### src/rtl/systolic_mac_pe.sv
// Floating-point MAC processing element for an output-stationary systolic array.
// Operands are multiplied in stage 1 (rounded to storage format) and folded into
// a local accumulator in stage 2. Operands, valid and clear are forwarded east/south.
module systolic_mac_pe #(
    parameter int EXP_W = 5,
    parameter int MAN_W = 10,
    localparam int DW = 1 + EXP_W + MAN_W
) (
    input  logic          clk,
    input  logic          reset,
    input  logic          en,
    input  logic          in_valid,
    input  logic          acc_clear,
    input  logic [DW-1:0] a_in,
    input  logic [DW-1:0] b_in,
    output logic [DW-1:0] a_out,
    output logic [DW-1:0] b_out,
    output logic          fwd_valid,
    output logic          fwd_clear,
    input  logic          drain,
    output logic [DW-1:0] psum_out,
    output logic          psum_valid,
    output logic          busy
);

    localparam int EW = EXP_W + 2;          // signed working exponent width
    localparam int SW = MAN_W + 4;          // hidden bit + mantissa + guard/round/sticky
    localparam int PW = 2 * (MAN_W + 1);    // full significand product width
    localparam logic signed [EW-1:0] EXP_MAX  = EW'(2 ** EXP_W - 1);
    localparam logic signed [EW-1:0] EXP_BIAS = EW'(2 ** (EXP_W - 1) - 1);
    localparam logic signed [EW-1:0] EXP_ONE  = EW'(1);
    localparam logic signed [EW-1:0] EXP_ZERO = EW'(0);
    localparam logic [DW-1:0] QNAN = {1'b0, {EXP_W{1'b1}}, 1'b1, {(MAN_W-1){1'b0}}};

    // Round a normalised significand (hidden bit set) to nearest-even and pack,
    // saturating to infinity on overflow and flushing underflow to signed zero.
    function automatic logic [DW-1:0] round_pack(input logic sign,
                                                 input logic signed [EW-1:0] exp_in,
                                                 input logic [SW-1:0] sig);
        logic                  up;
        logic [MAN_W+1:0]      man_r;
        logic signed [EW-1:0]  exp_r;
        logic [DW-1:0]         res;
        up    = sig[2] & (sig[1] | sig[0] | sig[3]);
        man_r = {1'b0, sig[SW-1:3]} + {{(MAN_W+1){1'b0}}, up};
        exp_r = exp_in;
        if (man_r[MAN_W+1]) begin
            exp_r = exp_in + EXP_ONE;
            man_r = man_r >> 1;
        end
        if (exp_r >= EXP_MAX) begin
            res = {sign, {EXP_W{1'b1}}, {MAN_W{1'b0}}};
        end else if (exp_r <= EXP_ZERO) begin
            res = {sign, {(DW-1){1'b0}}};
        end else begin
            res = {sign, exp_r[EXP_W-1:0], man_r[MAN_W-1:0]};
        end
        return res;
    endfunction

    // Floating-point multiply with special-value handling.
    function automatic logic [DW-1:0] fp_mul(input logic [DW-1:0] x, input logic [DW-1:0] y);
        logic                 sx, sy, sr;
        logic [EXP_W-1:0]     ex, ey;
        logic [MAN_W-1:0]     mx, my;
        logic                 x_zero, y_zero, x_inf, y_inf, x_nan, y_nan;
        logic [PW-1:0]        prod;
        logic signed [EW-1:0] e;
        logic [SW-1:0]        sig;
        logic [DW-1:0]        res;
        {sx, ex, mx} = x;
        {sy, ey, my} = y;
        x_zero = (ex == {EXP_W{1'b0}});
        y_zero = (ey == {EXP_W{1'b0}});
        x_inf  = (ex == {EXP_W{1'b1}}) && (mx == {MAN_W{1'b0}});
        y_inf  = (ey == {EXP_W{1'b1}}) && (my == {MAN_W{1'b0}});
        x_nan  = (ex == {EXP_W{1'b1}}) && (mx != {MAN_W{1'b0}});
        y_nan  = (ey == {EXP_W{1'b1}}) && (my != {MAN_W{1'b0}});
        sr     = sx ^ sy;
        prod   = {1'b1, mx} * {1'b1, my};
        e      = $signed({2'b00, ex}) + $signed({2'b00, ey}) - EXP_BIAS;
        // product lies in [1,4): at most one normalising shift
        if (prod[PW-1]) begin
            e   = e + EXP_ONE;
            sig = {prod[PW-1 -: MAN_W+3], |prod[PW-MAN_W-4:0]};
        end else begin
            sig = {prod[PW-2 -: MAN_W+3], |prod[PW-MAN_W-5:0]};
        end
        if (x_nan || y_nan || (x_inf && y_zero) || (y_inf && x_zero)) begin
            res = QNAN;
        end else if (x_inf || y_inf) begin
            res = {sr, {EXP_W{1'b1}}, {MAN_W{1'b0}}};
        end else if (x_zero || y_zero) begin
            res = {sr, {(DW-1){1'b0}}};
        end else begin
            res = round_pack(sr, e, sig);
        end
        return res;
    endfunction

    // Floating-point add with guard/round/sticky alignment and special values.
    function automatic logic [DW-1:0] fp_add(input logic [DW-1:0] x, input logic [DW-1:0] y);
        logic                 sx, sy, sb, ss;
        logic [EXP_W-1:0]     ex, ey, eb, es, d;
        logic [MAN_W-1:0]     mx, my, mb, ms;
        logic                 x_zero, y_zero, x_inf, y_inf, x_nan, y_nan;
        logic [SW-1:0]        big_sig, small_sig, shifted, norm;
        logic [SW:0]          sum;
        logic                 sticky;
        logic signed [EW-1:0] e;
        int                   lz;
        logic [DW-1:0]        res;
        {sx, ex, mx} = x;
        {sy, ey, my} = y;
        x_zero = (ex == {EXP_W{1'b0}});
        y_zero = (ey == {EXP_W{1'b0}});
        x_inf  = (ex == {EXP_W{1'b1}}) && (mx == {MAN_W{1'b0}});
        y_inf  = (ey == {EXP_W{1'b1}}) && (my == {MAN_W{1'b0}});
        x_nan  = (ex == {EXP_W{1'b1}}) && (mx != {MAN_W{1'b0}});
        y_nan  = (ey == {EXP_W{1'b1}}) && (my != {MAN_W{1'b0}});
        // order operands by magnitude so the difference is never negative
        if ({ex, mx} >= {ey, my}) begin
            {sb, eb, mb} = x;
            {ss, es, ms} = y;
        end else begin
            {sb, eb, mb} = y;
            {ss, es, ms} = x;
        end
        d         = eb - es;
        big_sig   = {1'b1, mb, 3'b000};
        small_sig = {1'b1, ms, 3'b000};
        if (int'(d) >= SW) begin
            shifted = {SW{1'b0}};
            sticky  = 1'b1;
        end else begin
            shifted = small_sig >> d;
            sticky  = |(small_sig & ~({SW{1'b1}} << d));
        end
        shifted[0] = shifted[0] | sticky;
        e = $signed({2'b00, eb});
        if (sb == ss) begin
            sum = {1'b0, big_sig} + {1'b0, shifted};
            if (sum[SW]) begin
                norm = {sum[SW:2], sum[1] | sum[0]};
                e    = e + EXP_ONE;
            end else begin
                norm = sum[SW-1:0];
            end
        end else begin
            sum  = {(SW+1){1'b0}};
            norm = big_sig - shifted;
            lz   = 0;
            for (int i = 0; i < SW; i++) begin
                if (norm[i]) lz = SW - 1 - i;
            end
            norm = norm << lz;
            e    = e - EW'(lz);
        end
        if (x_nan || y_nan || (x_inf && y_inf && (sx != sy))) begin
            res = QNAN;
        end else if (x_inf) begin
            res = x;
        end else if (y_inf) begin
            res = y;
        end else if (x_zero && y_zero) begin
            res = {sx & sy, {(DW-1){1'b0}}};
        end else if (x_zero) begin
            res = y;
        end else if (y_zero) begin
            res = x;
        end else if (norm == {SW{1'b0}}) begin
            res = {DW{1'b0}};
        end else begin
            res = round_pack(sb, e, norm);
        end
        return res;
    endfunction

    logic [DW-1:0] a_q, b_q, p1_q, acc_q, psum_q;
    logic [DW-1:0] p1_d, acc_d;
    logic          fv_q, fc_q, v1_q, c1_q, psum_valid_q;

    // Stage-1 product and stage-2 accumulator next state
    always_comb begin
        p1_d  = fp_mul(a_in, b_in);
        acc_d = acc_q;
        if (v1_q) begin
            if (c1_q) begin
                acc_d = p1_q;
            end else begin
                acc_d = fp_add(acc_q, p1_q);
            end
        end else begin
            acc_d = acc_q;
        end
    end

    // Forwarding, pipeline, accumulator and drain registers; all hold while en=0
    always_ff @(posedge clk or negedge reset) begin
        if (!reset) begin
            a_q          <= {DW{1'b0}};
            b_q          <= {DW{1'b0}};
            fv_q         <= 1'b0;
            fc_q         <= 1'b0;
            v1_q         <= 1'b0;
            c1_q         <= 1'b0;
            p1_q         <= {DW{1'b0}};
            acc_q        <= {DW{1'b0}};
            psum_q       <= {DW{1'b0}};
            psum_valid_q <= 1'b0;
        end else if (en) begin
            a_q          <= a_in;
            b_q          <= b_in;
            fv_q         <= in_valid;
            fc_q         <= acc_clear;
            v1_q         <= in_valid;
            c1_q         <= acc_clear & in_valid;
            p1_q         <= p1_d;
            acc_q        <= acc_d;
            psum_valid_q <= drain;
            if (drain) psum_q <= acc_d;
        end
    end

    assign a_out      = a_q;
    assign b_out      = b_q;
    assign fwd_valid  = fv_q;
    assign fwd_clear  = fc_q;
    assign psum_out   = psum_q;
    // a pulse held across a stall is only presented on an advancing cycle
    assign psum_valid = psum_valid_q & en;
    assign busy       = v1_q;

endmodule

### config.mk
export PLATFORM = sky130hd
export DESIGN_NAME = systolic_mac_pe
export DESIGN_NICKNAME = d
export VERILOG_FILES = /design/src/rtl/systolic_mac_pe.sv
export SDC_FILE = /design/constraint.sdc
export NUM_CORES = 1
export LEC_CHECK = 0
export ABC_AREA = 1
export BUFFER_PORTS_ARGS = -buffer_cell sky130_fd_sc_hd__buf_2
export CAP_MARGIN = 40
export CORE_MARGIN = 1
export CORE_UTILIZATION = 64
export CTS_CLUSTER_DIAMETER = 200
export DETAILED_ROUTE_END_ITERATION = 10
export MAX_ROUTING_LAYER = met4
export PLACE_DENSITY_LB_ADDON = 0.05
export SLEW_MARGIN = 30
export SYNTH_ARGS = -nofsm -noshare
export SYNTH_HDL_FRONTEND = slang
export SYNTH_SLANG_ARGS = --single-unit
export TNS_END_PERCENT = 20
### constraint.sdc
create_clock -name clk -period 9.41 [get_ports clk]
set_input_delay 0 -clock clk [delete_from_list [all_inputs] [get_ports clk]]
set_output_delay 0 -clock clk [all_outputs]
set_load 0.1 [all_outputs]
Word-level counts from Yosys, hierarchy flattened
Index checks and enable logic that the tools add are counted.
{"block": "word_totals", "output_inout_bits": 52, "reg_bits": 84, "elab_cells": 171}
{"block": "op_classes", "n_lt_le_gt_ge": 6, "eq_ne": 6, "shifts": 3, "mul": 1, "n_mux": 83, "n_reduce_logical": 37, "addsub": 12, "n_bitwise": 14}
{"cell": "$mux W32", "count": 16}
{"cell": "$mux W16", "count": 10}
{"cell": "$mux W7", "count": 18}
{"cell": "$mux W14", "count": 8}
{"cell": "$mux W15", "count": 6}
{"cell": "$mux W10", "count": 8}
{"cell": "$logic_not A10 Y1", "count": 4}
{"cell": "$reduce_bool A10 Y1", "count": 4}
{"cell": "$shl A14 B32 Y14", "count": 1}
{"cell": "$mux W5", "count": 6}
{"cell": "$add A11 B1 Y12", "count": 2}
{"cell": "$mul A11 B11 Y22", "count": 1}
{"cell": "$add A7 B2 Y7 const B", "count": 3}
{"cell": "$eq A5 B5 Y1 const B", "count": 4}
{"cell": "$logic_not A5 Y1", "count": 4}
{"cell": "$add A14 B14 Y15", "count": 1}
{"cell": "$ge A15 B15 Y1", "count": 1}
{"cell": "$and A14 B14 Y14", "count": 1}
{"cell": "$ge A7 B6 Y1 const B", "count": 2}
{"cell": "$le A7 B1 Y1 const B", "count": 2}
{"cell": "$logic_not A14 Y1", "count": 1}
{"cell": "$not A14 Y14", "count": 1}
{"cell": "$reduce_or A14 Y1", "count": 1}
{"cell": "$shl A14 B5 Y14 const A", "count": 1}
{"cell": "other kinds (21)", "count": 56}

Logic depth before layout (Yosys ltp)
Gate-level depths: netlist (run 1).
{"block": "logic_depth", "ltp_word": 61, "ltp_mapped": 64, "ltp_nobuf": 62}

Worst setup path before layout (run 1)
OpenSTA, ideal clock, no wires.
{"block": "synth_timing", "kind": "input-to-reg", "start": "input port b_in[9]", "end": "register p1_q[4]", "stages": 47, "path_slack_ns": 1.846, "required_time_ns": 9.328, "path_buffers": 2, "t_arrival_ns": 7.481, "cell_sequence": "clkbuf_1 nand2_1 inv_1 fa_1 inv_1 fa_1 inv_1 fa_1 inv_1 fa_1 inv_1 fa_1 ha_1 nand2_1 nor3_1 nand2_1 nand2_1 a21oi_1 [11 not listed] nand2_1 buf_2 nand2_1 nand2_1 nand2_1 nor2_1 nand4_1 nor2_1 nand2_1 nor4_1 nand3_1 xor2_1 nand2_1 inv_1 nand3_1 nor2_1 nand2_1 o22ai_1"}
{"block": "synth_via", "elab_chain_len": 16}
{"element": "start, declared", "line_no": "15", "text": "input logic [DW-1:0] b_in,"}
{"element": "$mul A11 B11 Y22", "line_no": "80", "text": "prod = {1'b1, mx} * {1'b1, my};"}
{"element": "$mux W14", "line_no": "83", "text": "if (prod[PW-1]) begin"}
{"element": "$or A1 B1 Y1 (2 in series)", "line_no": "44", "text": "up = sig[2] & (sig[1] | sig[0] | sig[3]);"}
{"element": "$and A1 B1 Y1", "line_no": "44"}
{"element": "$add A11 B1 Y12", "line_no": "45", "text": "man_r = {1'b0, sig[SW-1:3]} + {{(MAN_W+1){1'b0}}, up};"}
{"element": "$mux W7", "line_no": "47", "text": "if (man_r[MAN_W+1]) begin"}
{"element": "$mux W7", "line_no": "93", "text": "end else if (x_zero || y_zero) begin"}
{"element": "$mux W7", "line_no": "91", "text": "end else if (x_inf || y_inf) begin"}
{"element": "$mux W7", "line_no": "89", "text": "if (x_nan || y_nan || (x_inf && y_zero) || (y_inf && x_zero)) begin"}
{"element": "$le A7 B1 Y1", "line_no": "53", "text": "end else if (exp_r <= EXP_ZERO) begin"}
{"element": "$mux W15", "line_no": "53"}
{"element": "$mux W15", "line_no": "51", "text": "if (exp_r >= EXP_MAX) begin"}
{"element": "$mux W15", "line_no": "93"}
{"element": "$mux W15", "line_no": "91"}
{"element": "$mux W16 (*)", "line_no": "89"}
{"element": "end signal, assigned", "line_no": "207", "text": "p1_q <= {DW{1'b0}};"}
{"element": "end signal, assigned", "line_no": "218", "text": "p1_q <= p1_d;"}
{"element": "end, declared", "line_no": "179", "text": "logic [DW-1:0] a_q, b_q, p1_q, acc_q, psum_q;"}
Mark *: on every way between the ends. The rest lies on a longest branch, timed or not. The select of a mux whose other input is x is not followed.
A chain may end at the register's enable or synchronous reset.

Worst setup path in the final report (run 1)
{"block": "layout_timing", "start": "input port a_in[1]", "end": "register p1_q[5]"}
{"block": "layout_via", "elab_chain_len": 17}
{"element": "start, declared", "line_no": "14", "text": "input logic [DW-1:0] a_in,"}
{"element": "$mul A11 B11 Y22", "line_no": "80"}
{"element": "$reduce_or A9 Y1 or $reduce_or A8 Y1 (tied branches)", "line_no": "85, 87"}
{"element": "$mux W14", "line_no": "83"}
{"element": "$or A1 B1 Y1 (2 in series)", "line_no": "44"}
{"element": "$and A1 B1 Y1", "line_no": "44"}
{"element": "$add A11 B1 Y12", "line_no": "45"}
{"element": "$mux W7", "line_no": "47"}
{"element": "$mux W7", "line_no": "93"}
{"element": "$mux W7", "line_no": "91"}
{"element": "$mux W7", "line_no": "89"}
{"element": "$le A7 B1 Y1", "line_no": "53"}
{"element": "$mux W15", "line_no": "53"}
{"element": "$mux W15", "line_no": "51"}
{"element": "$mux W15", "line_no": "93"}
{"element": "$mux W15", "line_no": "91"}
{"element": "$mux W16 (*)", "line_no": "89"}
Marks and branches as above.

==> impl_metrics.csv, run 1 <==
group,metric,value,unit
timing,fin_setup_tns,0,ps
min_path,hp-class,"input pin to register",
worst_setup_path,worstSetupPathType,"input pin to register",
logic_synthesis,yosys-top-cells-count,"nand2_1 (634), inv_1 (332), nand3_1 (173)",
clocking,clk_path_buf_depth,2,
logic_synthesis,async_flop_share,1.00,
logic_synthesis,yosysUniqueCellTypes,64,
floorplan,core_area,21200,um^2
timing,rsz0062_at_grt,"false",
timing,relSlewSlack,0.516,
worst_setup_path,crit_family,"adder cells",
logic_synthesis,yosysTopAreaCell,"nand2_1",
global_routing,overflow,0,
detailed_routing,vias_per_cell,5.75,
floorplan,initial_core_util,0.659,
cells_and_area,antennaDiodeCount,0,
logic_synthesis,yosysSeqAreaShare,0.150,
detailed_routing,drt-total-wl,38900,um
placed_design,dp_hpwl,30700,um
floorplan,io_pins,90,
worst_setup_path,critPathBufInv,10,
cells_and_area,final_area,14800,um^2
outcome,status,"complete, no violations",
worst_setup_path,setup.worst_path.end_class,"register",
global_routing,grt_pass1_wl,62600,um
clocking,cts_tree,"yes",
worst_setup_path,crit_slowest_cell,"fa_1",
clocking,cts_root_buf,"clkbuf_16",
global_routing,grt_pass1_vias,13100,
timing,slew_violations,0,
job,max_cap_viol_count,0,
clocking,cts_setup_buffers,0,
logic_synthesis,synth.yosys.warnings,0,
clocking,path_clk_slew,70,ps
timing,fmax,119,MHz
global_routing,grt_start_max_net_pins,85,
timing,clock_skew,6.92,ps
logic_synthesis,ys_ff_latch,84,
detailed_routing,drtAntennaViolNets,0,
cells_and_area,regArea,2100,um^2
worst_setup_path,crit_top_cell,"nand2_1",
worst_setup_path,arrival,8630,ps
timing,min_period_over_period,0.896,
global_routing,grtUsageTotal,0.359,
cells_and_area,drive_above_1_share,0.107,
cells_and_area,multiInputGateArea,10100,um^2
detailed_routing,drcViolationCount,0,
timing,setup_viol_count_final,0,
logic_synthesis,synth_cells,2105,
cells_and_area,utilization,0.698,
floorplan,fp.dieW,150,um
logic_synthesis,synth_area_leaders,"nand2_1 (17%), dfrtp_1 (15%), fa_1 (12%)",
timing,min_period,8430,ps
floorplan,die-area,22500,um^2
timing,hold_viol,0,
clocking,cts_made_buffers,9,
logic_synthesis,postSynthAreaPerCell,6.65,um^2
floorplan,die_y,150,um
cells_and_area,num-nets-final,2385,
detailed_routing,drt-initial-drc-count,968,
clocking,cts_sinks,84,
placed_design,placed_area,14400,um^2
worst_setup_path,critPathMaxFanout,16,
detailed_routing,post_drt_wl_per_cell,16.1,um
clocking,worstSkewPairLatency,340,ps
logic_synthesis,synth_nets,2346,
timing,worst_pin_slew,725,ps
logic_synthesis,ys.flop_type,"dfrtp_1",
worst_setup_path,start_kind,"input pin",
worst_setup_path,required,9610,ps
cells_and_area,fillers,1893,
worst_setup_path,slowest_delay,550,ps
floorplan,fp-row-count,53,
placed_design,gp_congestion,1.05,
detailed_routing,detail_route.first_pass.iterations,6,
clocking,htree_levels,3,
global_routing,antenna_found_initial,0,
logic_synthesis,yosysMostFrequentCell,"nand2_1",
logic_synthesis,yosys.area.top_type_share,0.170,
detailed_routing,vias,13900,
logic_synthesis,synth_area,14000,um^2
placed_design,port_buffers,89,
cells_and_area,area_delta_synth_final,5.92,%
logic_synthesis,synth-edff-count,0,
==> cells by family after synthesis <==
group                    Yosys count  synth area share
AO/OA/AOI/OAI                    270             0.111
XOR/XNOR                          62            0.0415
adder cells (fa/ha/maj)          203             0.226
buffers and inverters            437             0.131
flip-flops                        84             0.150
multiplexers                       2           0.00143
AND/OR/NAND/NOR                 1047             0.339
==> state kept, by name (all words and copies together) (netlist names) <==
| name | count |
|---|---|
| b_out | 16 |
| c1_q | 1 |
| busy | 1 |
| psum_valid_q | 1 |
| psum_out | 16 |
| acc_q | 16 |
| p1_q | 16 |
| fwd_clear | 1 |
| a_out | 16 |
==> layout by cell type, fill, tap and decap left out, types with 4 or more instances in the layout <==
cell type / n
or2_2: 5
o21ai_2: 5
nand2_1: 634
nor2_1: 85
o211ai_1: 5
o22ai_1: 9
nor2_4: 6
nand2_4: 9
a211oi_1: 7
nor3_1: 22
nand3_2: 16
buf_2: 88
clkbuf_16: 9
xnor2_1: 14
nand4_1: 34
dlygate4sd3_1: 10
fa_1: 83
o31ai_1: 6
nand3b_1: 4
inv_1: 332
inv_2: 19
o21ai_0: 95
nor2_2: 11
ha_1: 120
dfrtp_1: 84
xor2_1: 43
o21ai_1: 11
buf_4: 6
and2_1: 5
a21oi_1: 94
nand2_2: 22
nand3_1: 173
nor4_1: 7
o21bai_1: 12
xor2_2: 5
nand3_4: 4
==> layout make-up <==
type,count,share of cell area
Clock inverter,6,0.00371
Multi-Input combinational cell,1584,0.679
Timing Repair Buffer,110,0.0463
Sequential cell,84,0.142
Inverter,355,0.0903
Clock buffer,10,0.0161
Tap cell,275,0.0232
==> final timing paths <==
path	from	end	slack (ps)	cells after the start
worst max-delay path	a_in[1]	p1_q[5]	980	49
worst min-delay path	b_in[14]	b_out[14]	20	3
worst max register to register	p1_q[13]	psum_out[5]	1050	47
worst min register to register	b_out[15]	b_out[15]	470	2
max in group asynchronous	reset	b_out[5]	8760	3
min in group asynchronous	reset	psum_out[14]	60	2
==> through the flow <==
| step | hold slack [ps] | setup WS, ps | cells |
|---|---|---|---|
| CTS | 14.4 | 850 | 2422 |
| detailed placement | 85.8 | 580 | 2396 |
| global route | 24.1 | 82.2 | 2424 |
| finish | 21.7 | 977 | 2424 |
| floorplan | -296 | 1850 | 2105 |
| global placement | 227 | 690 | 2393 |
==> worst min-delay path, cell delays in order <==
cell and delay, ps:
buf_2 100, inv_1 100, o21ai_0 110
==> routing by layer <==
layer / track usage / wire, um / vias to the layer above
met5: - / 0 / -
met4: 0.125 / 1380 / 0
met3: 0.0530 / 2870 / 103
met2: 0.610 / 18900 / 596
met1: 0.433 / 15800 / 6487
li1: - / - / 6743
==> timing repair <==
item,CTS,global route
hold buffers,10,0
gates resized for setup,0,1
setup endpoints to repair,0,3
hold endpoints to repair,95,0
Power of run 1 is not shown: default switching activity piles up to over one toggle a cycle in this logic, so the estimate is an artifact.
==> inputs of run 2 (changes only) <==
--- a/config.mk
+++ b/config.mk
@@ -14,6 +14,7 @@
 export DETAILED_ROUTE_END_ITERATION = 10
 export MAX_ROUTING_LAYER = met4
 export PLACE_DENSITY_LB_ADDON = 0.05
+export RECOVER_POWER = 50
 export SLEW_MARGIN = 30
 export SYNTH_ARGS = -nofsm -noshare
 export SYNTH_HDL_FRONTEND = slang
==> constraint.sdc (replaced) <==
create_clock -name clk -period 9.41 [get_ports clk]
set_input_delay 0.4705 -clock clk [delete_from_list [all_inputs] [get_ports clk]]
set_output_delay 0.4705 -clock clk [all_outputs]
set_load 0.1 [all_outputs]
==> impl_metrics.csv, run 2 (synthesis gave the netlist of run 1 again) <==
group,metric,value,unit
outcome,status,"complete, but fails checks",
outcome,violations,"max-capacitance violations, max-slew violations",
cells_and_area,antennaDiodeCount,0,
timing,clock_skew,6.24,ps
cells_and_area,regArea,2100,um^2
clocking,path_clk_slew,70,ps
floorplan,fp-row-count,53,
worst_setup_path,critPathMaxFanout,13,
clocking,htree_levels,3,
floorplan,fp.dieW,150,um
placed_design,gp_congestion,1.01,
timing,slew_violations,152,
detailed_routing,drtAntennaViolNets,0,
clocking,cts_sinks,84,
min_path,hp-class,"input pin to register",
timing,setup_viol_count_final,0,
floorplan,initial_core_util,0.659,
clocking,cts_root_buf,"clkbuf_16",
placed_design,port_buffers,89,
detailed_routing,vias_per_cell,5.66,
global_routing,antenna_found_initial,0,
timing,worst_pin_slew,2760,ps
global_routing,grt_pass1_wl,60700,um
floorplan,die_y,150,um
clocking,clk_path_buf_depth,2,
cells_and_area,fillers,1959,
clocking,cts_made_buffers,9,
floorplan,core_area,21200,um^2
global_routing,grt_pass1_vias,12700,
timing,min_period,8810,ps
worst_setup_path,worstSetupPathType,"input pin to register",
worst_setup_path,arrival,9030,ps
cells_and_area,final_cell_mix,"nand2_1 (634), inv_1 (332), nand3_1 (173), ha_1 (120), o21ai_0 (95)",
floorplan,io_pins,90,
detailed_routing,drt-total-wl,38000,um
cells_and_area,multiInputGateArea,10100,um^2
timing,min_period_over_period,0.936,
global_routing,overflow,0,
worst_setup_path,crit_slowest_cell,"fa_1",
worst_setup_path,slowest_delay,530,ps
cells_and_area,drive_above_1_share,0.0985,
detailed_routing,drcViolationCount,0,
worst_setup_path,setup.worst_path.end_class,"register",
clocking,cts_tree,"yes",
min_path,hold_depth,3,
worst_setup_path,start_kind,"input pin",
global_routing,grtUsageTotal,0.350,
detailed_routing,drt-initial-drc-count,951,
clocking,worstSkewPairLatency,350,ps
worst_setup_path,required,9630,ps
timing,fin_ws,598,ps
placed_design,pre_cts_ws,277,ps
timing,hold_viol,0,
timing,fmax,113,MHz
detailed_routing,detail_route.first_pass.iterations,6,
cells_and_area,final_common_cell,"nand2_1",
timing,relSlewSlack,-0.838,
cells_and_area,num-nets-final,2379,
detailed_routing,post_drt_wl_per_cell,15.7,um
worst_setup_path,ff2ff_path_depth,55,
detailed_routing,vias,13700,
job,max_cap_viol_count,3,
floorplan,die-area,22500,um^2
global_routing,grt_start_max_net_pins,73,
cells_and_area,area_delta_synth_final,4.95,%
worst_setup_path,crit_top_cell,"nand2_1",
placed_design,dp_hpwl,30500,um
run 2: metrics by stage:
stage          instance area (um^2)   util  setup TNS, ps  instances  hold WS [ps]
3_5_place_dp                  14400  0.677              0       2396           294
3_3_place_gp                  14300  0.676              0       2395           293
6_report                      14700  0.692              0       2418           344
5_1_grt                       14700  0.692         -0.379       2418           343
4_1_cts                       14700  0.691              0       2413           333
2_1_floorplan                 14000      -              0       2105           175
run 2: final timing paths:
check	end	slack (ps)	from
worst max-delay path	p1_q[7]	600	a_in[1]
worst min-delay path	fwd_clear	340	acc_clear
worst max register to register	acc_q[9]	860	p1_q[10]
worst min register to register	a_out[15]	470	a_out[15]
max in group asynchronous	b_out[1]	5010	reset
min in group asynchronous	psum_out[12]	570	reset
run 2: layout make-up:
type                    count  area share
clock buffers               9      0.0153
clock inverters             7     0.00392
inverters                 355      0.0913
multi-input cells        1584       0.685
flip-flops and latches     84       0.143
well taps                 275      0.0234
repair buffers            104      0.0377
run 2: worst max-delay path: cells and delay by family:
kind,cells,cell delay (ps)
buffers and inverters,10,1060
adder cells (fa/ha/maj),6,2930
XOR/XNOR,1,270
AND/OR/NAND/NOR,19,2570
AO/OA/AOI/OAI,11,1740
run 2: what timing repair did:
item | in CTS | in global routing
hold buffers | 1 | 0
hold endpoints to repair | 8 | 0
setup endpoints to repair | 0 | 11
buffers inserted | 0 | 2
resized for setup | 0 | 3
run 2: layer usage:
metal | share of wire | vias to the layer above | track usage
li1 | - | 6732 | -
met1 | 0.42 | 6399 | 0.442
met2 | 0.49 | 479 | 0.594
met3 | 0.060 | 79 | 0.0390
met4 | 0.023 | 0 | 0.0914
met5 | 0 | - | -
Power of run 2 is left out for the same reason.
